### src/rtl/bp_bht_update_queue_if.sv
// Prediction/resolution/write-back bundle between the pipeline, the BHT and
// the BHT update queue. The queue takes the slave side; the driver of
// predictions and resolutions (pipeline or bench) takes the master side.
interface bp_bht_update_queue_if #(
    parameter int PC_W  = 32,
    parameter int DEPTH = 4
);
    localparam int PTR_W = $clog2(DEPTH);

    logic             pred_v_i;
    logic [PC_W-1:0]  pred_pc_i;
    logic             pred_dir_i;
    logic             pred_ready_o;
    logic             res_v_i;
    logic             res_taken_i;
    logic             flush_i;
    logic             bht_w_o;
    logic [PC_W-1:0]  bht_w_pc_o;
    logic             correct_o;
    logic [PTR_W:0]   count_o;
    logic             empty_o;
    logic             ovf_o;
    logic             unf_o;

    modport slave (
        input  pred_v_i, pred_pc_i, pred_dir_i, res_v_i, res_taken_i, flush_i,
        output pred_ready_o, bht_w_o, bht_w_pc_o, correct_o, count_o, empty_o,
               ovf_o, unf_o
    );

    modport master (
        output pred_v_i, pred_pc_i, pred_dir_i, res_v_i, res_taken_i, flush_i,
        input  pred_ready_o, bht_w_o, bht_w_pc_o, correct_o, count_o, empty_o,
               ovf_o, unf_o
    );
endinterface

### src/rtl/bp_bht_update_queue.sv
// In-order holding queue for BHT predictions awaiting resolution. Each
// resolution pops the oldest entry and emits one registered BHT write carrying
// the branch PC and whether the stored prediction was correct. A flush squashes
// every entry still in flight after any same-cycle resolve has been served.
module bp_bht_update_queue #(
    parameter int PC_W  = 32,
    parameter int DEPTH = 4
) (
    input  logic                  clk_i,
    input  logic                  reset_i,
    bp_bht_update_queue_if.slave  q
);
    localparam int PTR_W = $clog2(DEPTH);
    localparam int CNT_W = PTR_W + 1;

    // Registered state
    logic [PC_W-1:0]  mem_pc_q  [DEPTH];
    logic             mem_dir_q [DEPTH];
    logic [PTR_W-1:0] wp_q, rp_q;
    logic [CNT_W-1:0] cnt_q;
    logic             bht_w_q;
    logic [PC_W-1:0]  bht_w_pc_q;
    logic             correct_q;
    logic             ovf_q, unf_q;

    // Next-state values
    logic [PC_W-1:0]  mem_pc_d  [DEPTH];
    logic             mem_dir_d [DEPTH];
    logic [PTR_W-1:0] wp_d, rp_d;
    logic [CNT_W-1:0] cnt_d;
    logic             bht_w_d;
    logic [PC_W-1:0]  bht_w_pc_d;
    logic             correct_d;
    logic             ovf_d, unf_d;

    // Decoded handshake conditions
    logic full_s, empty_s, enq_s, deq_s;

    // Occupancy decode and accepted enqueue/resolve; all gated on pre-edge state
    always_comb begin
        full_s  = (cnt_q == CNT_W'(DEPTH));
        empty_s = (cnt_q == {CNT_W{1'b0}});
        enq_s   = q.pred_v_i && !full_s && !q.flush_i;
        deq_s   = q.res_v_i && !empty_s;
    end

    // Next-state for storage, pointers, occupancy, write port and sticky flags
    always_comb begin
        mem_pc_d  = mem_pc_q;
        mem_dir_d = mem_dir_q;
        wp_d      = wp_q;
        rp_d      = rp_q;
        cnt_d     = cnt_q;

        if (enq_s) begin
            mem_pc_d[wp_q]  = q.pred_pc_i;
            mem_dir_d[wp_q] = q.pred_dir_i;
            wp_d            = wp_q + PTR_W'(1);
        end else begin
            wp_d = wp_q;
        end

        if (q.flush_i) begin
            // Any same-cycle enqueue was already suppressed, so wp_q is final
            rp_d  = wp_q;
            cnt_d = {CNT_W{1'b0}};
        end else begin
            if (deq_s) begin
                rp_d = rp_q + PTR_W'(1);
            end else begin
                rp_d = rp_q;
            end
            case ({enq_s, deq_s})
                2'b10:   cnt_d = cnt_q + CNT_W'(1);
                2'b01:   cnt_d = cnt_q - CNT_W'(1);
                default: cnt_d = cnt_q;
            endcase
        end

        bht_w_d = deq_s;
        if (deq_s) begin
            bht_w_pc_d = mem_pc_q[rp_q];
            correct_d  = (mem_dir_q[rp_q] == q.res_taken_i);
        end else begin
            bht_w_pc_d = bht_w_pc_q;
            correct_d  = correct_q;
        end

        // A prediction that arrives during a flush is squashed, not overflowed
        ovf_d = ovf_q | (q.pred_v_i && full_s && !q.flush_i);
        unf_d = unf_q | (q.res_v_i && empty_s);
    end

    // State register; reset drops all entries and kills any pending write
    always_ff @(posedge clk_i or posedge reset_i) begin
        if (reset_i) begin
            for (int i = 0; i < DEPTH; i++) begin
                mem_pc_q[i]  <= {PC_W{1'b0}};
                mem_dir_q[i] <= 1'b0;
            end
            wp_q       <= {PTR_W{1'b0}};
            rp_q       <= {PTR_W{1'b0}};
            cnt_q      <= {CNT_W{1'b0}};
            bht_w_q    <= 1'b0;
            bht_w_pc_q <= {PC_W{1'b0}};
            correct_q  <= 1'b0;
            ovf_q      <= 1'b0;
            unf_q      <= 1'b0;
        end else begin
            mem_pc_q   <= mem_pc_d;
            mem_dir_q  <= mem_dir_d;
            wp_q       <= wp_d;
            rp_q       <= rp_d;
            cnt_q      <= cnt_d;
            bht_w_q    <= bht_w_d;
            bht_w_pc_q <= bht_w_pc_d;
            correct_q  <= correct_d;
            ovf_q      <= ovf_d;
            unf_q      <= unf_d;
        end
    end

    // Outputs come straight from registered state only
    always_comb begin
        q.pred_ready_o = !full_s;
        q.empty_o      = empty_s;
        q.count_o      = cnt_q;
        q.bht_w_o      = bht_w_q;
        q.bht_w_pc_o   = bht_w_pc_q;
        q.correct_o    = correct_q;
        q.ovf_o        = ovf_q;
        q.unf_o        = unf_q;
    end
endmodule

### src/flat_wrapper.sv
// flat-port wrapper written by rule: the top's interface ports become plain ports
module bp_bht_update_queue_flat 
#(
    parameter int PC_W  = 32,
    parameter int DEPTH = 4
)
  (clk_i, reset_i, q_pred_v_i, q_pred_pc_i, q_pred_dir_i, q_res_v_i, q_res_taken_i, q_flush_i, q_pred_ready_o, q_bht_w_o, q_bht_w_pc_o, q_correct_o, q_count_o, q_empty_o, q_ovf_o, q_unf_o);
  bp_bht_update_queue_if #(.PC_W(PC_W), .DEPTH(DEPTH)) q_i ();
  input  logic clk_i;
  input  logic reset_i;
  input wire logic [$bits(q_i.pred_v_i)-1:0] q_pred_v_i;
  input wire logic [$bits(q_i.pred_pc_i)-1:0] q_pred_pc_i;
  input wire logic [$bits(q_i.pred_dir_i)-1:0] q_pred_dir_i;
  input wire logic [$bits(q_i.res_v_i)-1:0] q_res_v_i;
  input wire logic [$bits(q_i.res_taken_i)-1:0] q_res_taken_i;
  input wire logic [$bits(q_i.flush_i)-1:0] q_flush_i;
  output wire logic [$bits(q_i.pred_ready_o)-1:0] q_pred_ready_o;
  output wire logic [$bits(q_i.bht_w_o)-1:0] q_bht_w_o;
  output wire logic [$bits(q_i.bht_w_pc_o)-1:0] q_bht_w_pc_o;
  output wire logic [$bits(q_i.correct_o)-1:0] q_correct_o;
  output wire logic [$bits(q_i.count_o)-1:0] q_count_o;
  output wire logic [$bits(q_i.empty_o)-1:0] q_empty_o;
  output wire logic [$bits(q_i.ovf_o)-1:0] q_ovf_o;
  output wire logic [$bits(q_i.unf_o)-1:0] q_unf_o;
  assign q_i.pred_v_i = q_pred_v_i;
  assign q_i.pred_pc_i = q_pred_pc_i;
  assign q_i.pred_dir_i = q_pred_dir_i;
  assign q_i.res_v_i = q_res_v_i;
  assign q_i.res_taken_i = q_res_taken_i;
  assign q_i.flush_i = q_flush_i;
  assign q_pred_ready_o = q_i.pred_ready_o;
  assign q_bht_w_o = q_i.bht_w_o;
  assign q_bht_w_pc_o = q_i.bht_w_pc_o;
  assign q_correct_o = q_i.correct_o;
  assign q_count_o = q_i.count_o;
  assign q_empty_o = q_i.empty_o;
  assign q_ovf_o = q_i.ovf_o;
  assign q_unf_o = q_i.unf_o;
  bp_bht_update_queue #(.PC_W(PC_W), .DEPTH(DEPTH)) u_core (.clk_i(clk_i), .reset_i(reset_i), .q(q_i));
endmodule
### config.mk
export PLATFORM = sky130hd
export DESIGN_NAME = bp_bht_update_queue_flat
export DESIGN_NICKNAME = d
export VERILOG_FILES = /design/src/rtl/bp_bht_update_queue_if.sv /design/src/rtl/bp_bht_update_queue.sv /design/src/flat_wrapper.sv
export SDC_FILE = /design/constraint.sdc
export NUM_CORES = 1
export LEC_CHECK = 0
export BUFFER_PORTS_ARGS = -buffer_cell sky130_fd_sc_hd__buf_2
export CAP_MARGIN = 10
export CORE_MARGIN = 4
export CORE_UTILIZATION = 40
export DETAILED_ROUTE_END_ITERATION = 10
export HOLD_SLACK_MARGIN = 0.02
export MAX_ROUTING_LAYER = met4
export PLACE_DENSITY = 0.63
export SLEW_MARGIN = 15
export SYNTH_ARGS = -nofsm -noshare
export SYNTH_HDL_FRONTEND = slang
export SYNTH_SLANG_ARGS = --single-unit
### constraint.sdc
create_clock -name clk_i -period 14.5 [get_ports clk_i]
set_input_delay 0.725 -clock clk_i [delete_from_list [all_inputs] [get_ports clk_i]]
set_output_delay 0.725 -clock clk_i [all_outputs]
set_load 0.005 [all_outputs]
; Yosys cells after proc, flatten, opt, wreduce, memory -nomap -nowiden
; Cells that the tools add are included.
[classes]
add_sub_neg = 4
mul = 0
n_div = 0
order_cmp = 3
eq_ne = 4
n_shift = 0
n_mux = 16
bitwise_logic = 4
n_reduce_logical = 13
[ops]
columns = cell, count
row1 = bitwise mux 128 bit, 1
row2 = 2-to-1 mux 32 bit, 3
row3 = binary-select mux 32 bit (select 2 bit), 1
row4 = demux 32 bit (select 2 bit), 1
row5 = logical AND 1 bit, 7
row6 = >= comparator 3 bit (second input constant), 2
row7 = inverter 2 -> 3 bit, 2
row8 = case mux 3 bit (2 select lines), 1
row9 = adder 2 x 1 -> 2 bit (second input constant), 2
row10 = bitwise mux 4 bit, 1
row11 = 2-to-1 mux 2 bit, 2
row12 = adder 3 x 1 -> 3 bit (second input constant), 1
row13 = == test 3 bit (second input constant), 1
row14 = zero test 1 bit, 3
row15 = zero test 3 bit, 1
row16 = < comparator 3 x 1 -> 1 bit (second input constant), 1
row17 = 2-to-1 mux 1 bit, 3
row18 = 2-to-1 mux 3 bit, 1
row19 = nonzero test 3 bit, 1
row20 = subtractor 3 x 1 -> 3 bit (second input constant), 1
row21 = binary-select mux 1 bit (select 2 bit), 1
row22 = demux 1 bit (select 2 bit), 1
row23 = == test 2 x 1 -> 1 bit (second input constant), 1
row24 = == test 2 bit (second input constant), 1
row25 = other kinds (3), 4
[word_totals]
ff_bits = 175
latch_bits = 0
mem_bits_rw = 0
romBits = 0
in_bits = 39
output_inout_bits = 41
word_cells = 60
mem_count = 0

; Logic depth before layout (Yosys ltp)
; Gate-level depths: netlist of the first run.
[depth]
depth_word = 7
mapped_depth = 9
ltp_nobuf = 7

; Worst setup path after synthesis of the first run
; Ideal clock, no wire load.
[synth_timing]
path_type = input to register
startpoint = input q_pred_v_i
endpoint = register u_core.cnt_q[2] (netlist: u_core.q.count_o[2])
setup_time_ns = 0.126
arrival_time_ns = 2.263
required_time_ns = 14.374
setup_slack_ns = 12.110
stages = 8
n_path_buf = 1
cell_sequence = nor2b_1 -> and2_4 -> buf_12 -> nor2_1 -> fa_1 -> a21oi_1 -> nor3_1 -> a311o_1
[synth_via]
elab_chain_cells = 5
elab_cells_between_ends = 7
cone_classes = eq/ne: 2 / mux: 2 / reduce/logical: 3
[synth_rtl]
columns = element, line_no
row1 = start: declaration, flat_wrapper.sv:11  ; input wire logic [$bits(q_i.pred_v_i)-1:0] q_pred_v_i;
row2 = logical AND 1 bit * (2 in a row), bp_bht_update_queue.sv:43  ; enq_s = q.pred_v_i && !full_s && !q.flush_i;
row3 = == test 2 x 1 -> 1 bit or == test 2 bit (tied branches), bp_bht_update_queue.sv:73  ; case ({enq_s, deq_s})
row4 = case mux 3 bit (2 select lines), bp_bht_update_queue.sv:73
row5 = 2-to-1 mux 3 bit, bp_bht_update_queue.sv:63  ; if (q.flush_i) begin
row6 = end signal: assignment, bp_bht_update_queue.sv:103  ; cnt_q <= {CNT_W{1'b0}};
row7 = end signal: assignment, bp_bht_update_queue.sv:114  ; cnt_q <= cnt_d;
row8 = end: declaration, bp_bht_update_queue.sv:20  ; logic [CNT_W-1:0] cnt_q;
; Every way passes the cells marked *; elsewhere a longest branch is shown, timed or not.
; A chain may end at the register's enable or synchronous reset.

; Final worst setup path of the first run
[layout_timing]
startpoint = register u_core.cnt_q[2] (netlist: u_core.q.count_o[2])
endpoint = register u_core.cnt_q[0] (netlist: u_core.q.count_o[0])
[layout_via]
elab_chain_cells = 7
elab_cells_between_ends = 12
cone_classes = eq/ne: 3 / mux: 2 / reduce/logical: 7
[layout_rtl]
columns = element, line_no
row1 = == test 3 bit, bp_bht_update_queue.sv:41  ; full_s = (cnt_q == CNT_W'(DEPTH));
row2 = zero test 1 bit, bp_bht_update_queue.sv:43
row3 = logical AND 1 bit (2 in a row), bp_bht_update_queue.sv:43
row4 = == test 2 x 1 -> 1 bit or == test 2 bit (tied branches), bp_bht_update_queue.sv:73
row5 = case mux 3 bit (2 select lines), bp_bht_update_queue.sv:73
row6 = 2-to-1 mux 3 bit, bp_bht_update_queue.sv:63
; Parallel ways exist; a longest one is shown, timed or not.

==> results.json, run 1 <==
{
  "clock-sinks": 175,
  "via_per_inst": 4.932,
  "dieArea_um2": 22840,
  "cts_tree": "done",
  "use_met2_pct": 24.80,
  "ys_ff_latch": 175,
  "synthCells": 516,
  "num_rows": 52,
  "max_stage_delay_ns": 0.76,
  "critPathKind": "register to register",
  "core-area_um2": 20170,
  "fin_util_pct": 45.79,
  "post-route-period-util_pct": 19.93,
  "power_mw": 2.108,
  "htreeDepth": 4,
  "synth_top_area_share_pct": 53.44,
  "powerDensity_nw_per_um2": 228.2,
  "rrSetupSlack_ns": 11.61,
  "end_kind": "register",
  "grtUsageMet1_pct": 20.88,
  "avgSynthCellArea_um2": 15.88,
  "period_minus_slack_ns": 2.890,
  "via_count": 4306,
  "clk_path_buf_depth": 2,
  "portBuffers": 79,
  "synth_area_um2": 8195,
  "outcome": "completed",
  "placed_area_um2": 8616,
  "synthAdderAreaFrac_pct": 0.8550,
  "drcViolationCount": 0,
  "worst_pin_slew_ns": 0.9707,
  "stdcell_area_um2": 9236,
  "yosysWarningCount": 0,
  "grt_start_max_net_pins": 112,
  "synth_top_family_by_area": "multiplexers",
  "layout_setup_ws_ns": 11.61,
  "synth_edf_count": 0,
  "die_h_um": 151.1,
  "post_synth_and_or_nand_nor_area_fraction_pct": 6.733,
  "layout-drive-gt1-share_pct": 48.83,
  "worstPathRequired_ns": 14.79,
  "die_x_um": 151.1,
  "path_max_fanout": 39,
  "grt_use_total_pct": 15.90,
  "fillerInstances": 1784,
  "grt_pass1_vias": 4800,
  "cp_num_cells": 5,
  "synth_top_cells_by_count": "dfrtp_1, mux2_4, nand2_1",
  "crit_chain": "nor3_2 -> nand2b_2 -> inv_2 -> xnor2_4 -> mux2_1",
  "synthMuxAreaShare_pct": 32.96,
  "syn-num-nets": 560,
  "power.leakage_nw": 4.602,
  "ir_worst_vdd_mv": 0.1067,
  "clkTransAtPathRegs_ns": 0.06,
  "path_delay_family": "simple AND/OR/NAND/NOR gates",
  "max_cap_viol_count": 0,
  "grt_use_met3_pct": 4.608,
  "drt_pre_antenna_iters": 4,
  "final_hold_viol_count": 0,
  "gr-total-overflow": 0,
  "ant_nets": 0,
  "report.final.slew_viol_count": 0,
  "rr_worst_depth": 5,
  "fin_nets": 631,
  "grt_first_pass_wirelength_mm": 27.14,
  "clkLatencyLatePin_ns": 0.42,
  "rsz0062_at_grt": "no",
  "seq_area_um2": 4382,
  "root_buffer": "clkbuf_16",
  "antenna_found_initial": 3,
  "synth_compound_area_share_pct": 0.8550,
  "skew_ns": 0.007420,
  "io_pins": 80,
  "dp_hpwl_mm": 9.875,
  "drt-wirelength-per-cell_um": 19.08,
  "wirelength_mm": 16.66,
  "yosysMostFrequentCell": "dfrtp_1",
  "max_freq_ghz": 0.3460,
  "postCtsSetupRepairBufs": 0,
  "multi_input_area_um2": 3458,
  "setup_viol": 0,
  "finalSetupTns_ns": 0,
  "busiest_layer": "met2",
  "synthTopCellsByArea": "dfrtp_1, mux2_4, mux4_2",
  "cp_data_arrival_time_ns": 3.18,
  "slowest_stage": "nand2b_2",
  "numCtsBuffers": 17,
  "place.gp.congestion": 0.7334,
  "pre_cts_ws_ns": 11.46,
  "synth.distinct_cells": 34,
  "synth-async-reset-ratio_pct": 100.0,
  "hold_class": "register to register",
  "area_growth_pct": 12.70,
  "startpoint_type": "register",
  "synthXorXnorAreaFrac_pct": 0.7634,
  "cp.buffers_inverters": 1,
  "ys_seq_area_share_pct": 53.44,
  "max_slew_margin_pct": 35.29,
  "cts_resized": 0,
  "synth_top_area_cell": "dfrtp_1",
  "hold_depth": 1,
  "synth_flop_cell": "dfrtp_1",
  "initial_core_util_pct": 40.63,
  "holdBufCountCts": 0,
  "detail_route.iter0.violations": 265
}
[per-stage QoR]
stage,instances,hold WS (ns)
after detailed placement,838,0.4432
after global routing,873,0.4728
final,873,0.4553
after floorplan,516,0.4510
after CTS,870,0.4598
after global placement,838,0.4367
[sequential cells by signal (all words and copies together), names as in the netlist]
| register | count |
|---|---|
| u_core.q.bht_w_pc_o | 32 |
| u_core.q.bht_w_o | 1 |
| u_core.mem_dir_q | 4 |
| u_core.wp_q | 2 |
| u_core.q.ovf_o | 1 |
| u_core.q.count_o | 3 |
| u_core.rp_q | 2 |
| u_core.mem_pc_q | 128 |
| u_core.q.unf_o | 1 |
| u_core.q.correct_o | 1 |
[area by class of cell]
type | instances | share of cell area [%]
inverters | 4 | 0.2167
well taps | 270 | 3.658
multi-input cells | 307 | 37.44
repair buffers | 82 | 4.525
clock buffers | 19 | 4.904
clock inverters | 13 | 1.734
flip-flops and latches | 175 | 47.44
diodes | 3 | 0.08128
[metal layers]
metal	part of all wire, %	vias to the layer above
met5	0	-
met4	0.83	0
met3	4.5	11
met2	48	72
met1	46	2275
li1	-	1948
[layout by cell type (no fill, tap or decap), types with 2 or more instances in the layout]
master / n
mux2_4: 120
a311o_1: 2
o21ai_0: 4
nand2b_1: 2
mux4_2: 33
inv_6: 3
xnor2_1: 2
clkinvlp_4: 2
bufinv_16: 3
xor2_1: 2
clkinv_2: 4
buf_4: 3
buf_2: 79
mux2_2: 12
nor2b_1: 2
dfrtp_2: 2
nand2_8: 4
clkinv_4: 2
nand2_1: 102
clkbuf_16: 17
nor2_1: 4
diode_2: 3
clkbuf_8: 2
dfrtp_1: 173
inv_1: 2
ha_1: 4
[cells by family after synthesis]
group | count (synthesis)
buf+inv | 34
flops | 175
simple gates | 120
xor+xnor | 5
mux | 167
fa+ha+maj | 5
compound gates | 10
[where the power goes]
part / internal, mW / switching (mW)
clock: 0.281 / 0.192
combinational: 0.481 / 0.270
sequential: 0.727 / 0.157
total: 1.49 / 0.619
[path summary, 6_finish.rpt]
| check | end | startpoint |
|---|---|---|
| max | u_core.q.count_o[0] | u_core.q.count_o[2] |
| min | u_core.q.unf_o | u_core.q.unf_o |
| max reg2reg | u_core.q.count_o[0] | u_core.q.count_o[2] |
| min reg2reg | u_core.q.unf_o | u_core.q.unf_o |
| max in group asynchronous | u_core.rp_q[0] | reset_i |
| min in group asynchronous | u_core.mem_pc_q[43] | reset_i |
Note: power is estimated with default switching activity, not from simulation.
==> inputs of run 2 (changes only) <==
ABC_AREA = 1   (was not set)
clock period = 2.9 ns   (was 14.5 ns; I/O delays follow)
==> run 2 against run 1 <==
- cell area up 0.18%
- synthesized cell count up 75%
- via count rose by 45%
==> results.json, run 2 <==
{
  "critPathKind": "register to register",
  "max_freq_ghz": 0.4597,
  "core-area_um2": 18960,
  "startpoint_type": "register",
  "ys_ff_latch": 175,
  "via_per_inst": 4.953,
  "detail_route.iter0.violations": 375,
  "rsz0062_at_grt": "no",
  "wirelength_mm": 18.98,
  "clock-sinks": 175,
  "seq_power_share_pct": 43.3,
  "synth_top_area_cell": "dfrtp_1",
  "initial_core_util_pct": 41.12,
  "portBuffers": 79,
  "hold_slack_ns": 0.07348,
  "n_antenna_cell": 0,
  "crit_chain": "nor2_4 -> nand2_2 -> nand2_2 -> buf_4 -> nor2_8 -> nand2_1 -> o21ai_0",
  "slowest_stage": "buf_4",
  "syn-num-nets": 948,
  "p_int_mw": 6.058,
  "post-route-period-util_pct": 75.01,
  "post_synth_and_or_nand_nor_area_fraction_pct": 16.10,
  "finalSetupTns_ns": 0,
  "layout-drive-gt1-share_pct": 13.41,
  "clkLatencyLatePin_ns": 0.43,
  "report.final.slew_viol_count": 0,
  "cp_num_cells": 7,
  "synthAdderAreaFrac_pct": 0.8990,
  "path_delay_family": "simple AND/OR/NAND/NOR gates",
  "die_h_um": 147.6,
  "yosysWarningCount": 0,
  "p_switching_mw": 3.757,
  "cp_data_arrival_time_ns": 2.46,
  "fin_nets": 1032,
  "synthMuxAreaShare_pct": 0,
  "drt_pre_antenna_iters": 5,
  "cts_tree": "done",
  "drt-wirelength-per-cell_um": 15.08,
  "power_mw": 9.815,
  "place.gp.congestion": 0.7599,
  "ys_seq_area_share_pct": 56.19,
  "layout_setup_ws_ns": 0.7248,
  "pre_cts_ws_ns": 0.7271,
  "avgSynthCellArea_um2": 8.621,
  "drcViolationCount": 0,
  "yosysMostFrequentCell": "nand2_1",
  "skew_ns": 0.009131,
  "via_count": 6236,
  "gr-total-overflow": 0,
  "ir_worst_vdd_mv": 0.5108,
  "num_rows": 50,
  "final_hold_viol_count": 0,
  "hold_depth": 4,
  "dieArea_um2": 21780,
  "period_minus_slack_ns": 2.175,
  "cpMostUsedCell": "nand2_2",
  "dp_hpwl_mm": 11.12,
  "cts_resized": 0,
  "synth_top_cells_by_count": "nand2_1, dfrtp_1, o21ai_0",
  "htreeDepth": 4,
  "rr_worst_depth": 7,
  "synth_top_area_share_pct": 56.19,
  "area_growth_pct": 18.72,
  "synth.distinct_cells": 26,
  "top_register": "u_core.mem_pc_q",
  "grt_use_total_pct": 18.80,
  "synthCells": 904,
  "largest_reg_flops": 128,
  "hold_class": "input port to register",
  "clock_power_share_pct": 21.9,
  "holdBufCountCts": 37,
  "powerDensity_nw_per_um2": 1061,
  "worstPathRequired_ns": 3.18,
  "postCtsSetupRepairBufs": 0,
  "clk_path_buf_depth": 2,
  "die_x_um": 147.6,
  "setup_viol": 0,
  "synth-async-reset-ratio_pct": 100.0,
  "ant_nets": 0,
  "root_buffer": "clkbuf_16",
  "synth_area_um2": 7794,
  "switching_share_pct": 38.28,
  "max_slew_margin_pct": 44.57,
  "power.leakage_nw": 4.326,
  "final_common_cell": "nand2_1",
  "numCtsBuffers": 17,
  "worst_pin_slew_ns": 0.8315,
  "clkTransAtPathRegs_ns": 0.06,
  "outcome": "completed",
  "synth_compound_area_share_pct": 18.82,
  "grt_start_max_net_pins": 101,
  "grt_first_pass_wirelength_mm": 32.15,
  "io_pins": 80,
  "max_cap_viol_count": 0,
  "path_max_fanout": 72,
  "synth_top_family_by_area": "compound AO/OA/AOI/OAI gates",
  "synth_edf_count": 0,
  "synthTopCellsByArea": "dfrtp_1, nand2_1, o21ai_0",
  "cp.buffers_inverters": 1,
  "end_kind": "register",
  "grt_pass1_vias": 6108,
  "fillerInstances": 1799,
  "synthXorXnorAreaFrac_pct": 0.2248,
  "final_cell_mix": "nand2_1, dfrtp_1, o21ai_0, buf_2, inv_1",
  "combPwrFrac_pct": 34.9,
  "max_stage_delay_ns": 0.67,
  "synth_flop_cell": "dfrtp_1",
  "antenna_found_initial": 0
}
-- run 2: changes by cell type after synthesis, sizes merged, moves of 3 or more --
cell    previous run  this run
inv                4        80
clkbuf             7        24
nand2b             3         0
buf               23        37
o21ai              4       169
nand2            106       265
mux2             133         0
a21oi              1        34
a31oi              0        31
o211ai             0        32
nand3              0         8
mux4              33         0
nor2               4        39
-- run 2: path summary, 6_finish.rpt --
check / from / endpoint / slack (ns)
hold reg to reg: u_core.q.unf_o / u_core.q.unf_o / 0.48
max in group asynchronous: reset_i / u_core.mem_pc_q[94] / 1.89
min in group asynchronous: reset_i / u_core.mem_pc_q[18] / 0.20
setup / recovery: u_core.q.count_o[1] / u_core.mem_pc_q[63] / 0.72
setup reg to reg: u_core.q.count_o[1] / u_core.mem_pc_q[63] / 0.72
hold / removal: q_res_taken_i / u_core.q.correct_o / 0.07
-- run 2: metrics by stage --
step / utilization, % / std cells / area [um^2]
4_1_cts: 48.81 / 1259 / 9253
2_1_floorplan: - / 904 / 7797
3_5_place_dp: 43.99 / 1192 / 8338
5_1_grt: 48.81 / 1259 / 9253
3_3_place_gp: 43.99 / 1192 / 8338
6_report: 48.81 / 1259 / 9253
-- run 2: power by group through the flow --
| stage | clock, mW | combinational, mW | sequential [mW] |
|---|---|---|---|
| finish | 2.15 | 3.42 | 4.25 |
| global route | 2.32 | 3.97 | 4.39 |
| CTS | 2.20 | 3.47 | 4.25 |
| detailed placement | 0 | 3.41 | 4.29 |
| global placement | 0 | 3.33 | 4.25 |
| floorplan | 0 | 2.51 | 4.06 |
-- run 2: metal layers --
metal / vias to the layer above / wire, um / share of wire, % / global-route usage (%)
li1: 3109 / - / - / -
met1: 2985 / 9243 / 49 / 25.82
met2: 121 / 8836 / 47 / 29.02
met3: 21 / 678 / 3.6 / 3.219
met4: 0 / 227 / 1.2 / 5.312
met5: - / 0 / 0 / -
-- run 2: worst reg2reg max path, delay by kind of cell (launching register included) --
| kind | cells | cell delay (ns) |
|---|---|---|
| compound gates | 1 | 0.09 |
| buf+inv | 1 | 0.67 |
| flops | 1 | 0.44 |
| simple gates | 5 | 0.82 |
-- run 2: cells by family after synthesis --
kind of cell    count (synthesis)
fa+ha+maj                       5
flops                         175
buf+inv                       141
simple gates                  313
compound gates                268
xor+xnor                        2
-- run 2: area by class of cell --
cell class	count	area [um^2]	share of cell area (%)
multi-input cells	588	2816	30.44
clock buffers	18	429.2	4.638
clock inverters	12	115.1	1.244
inverters	80	304.0	3.286
flip-flops and latches	175	4384	47.38
repair buffers	126	878.3	9.493
well taps	260	325.3	3.516
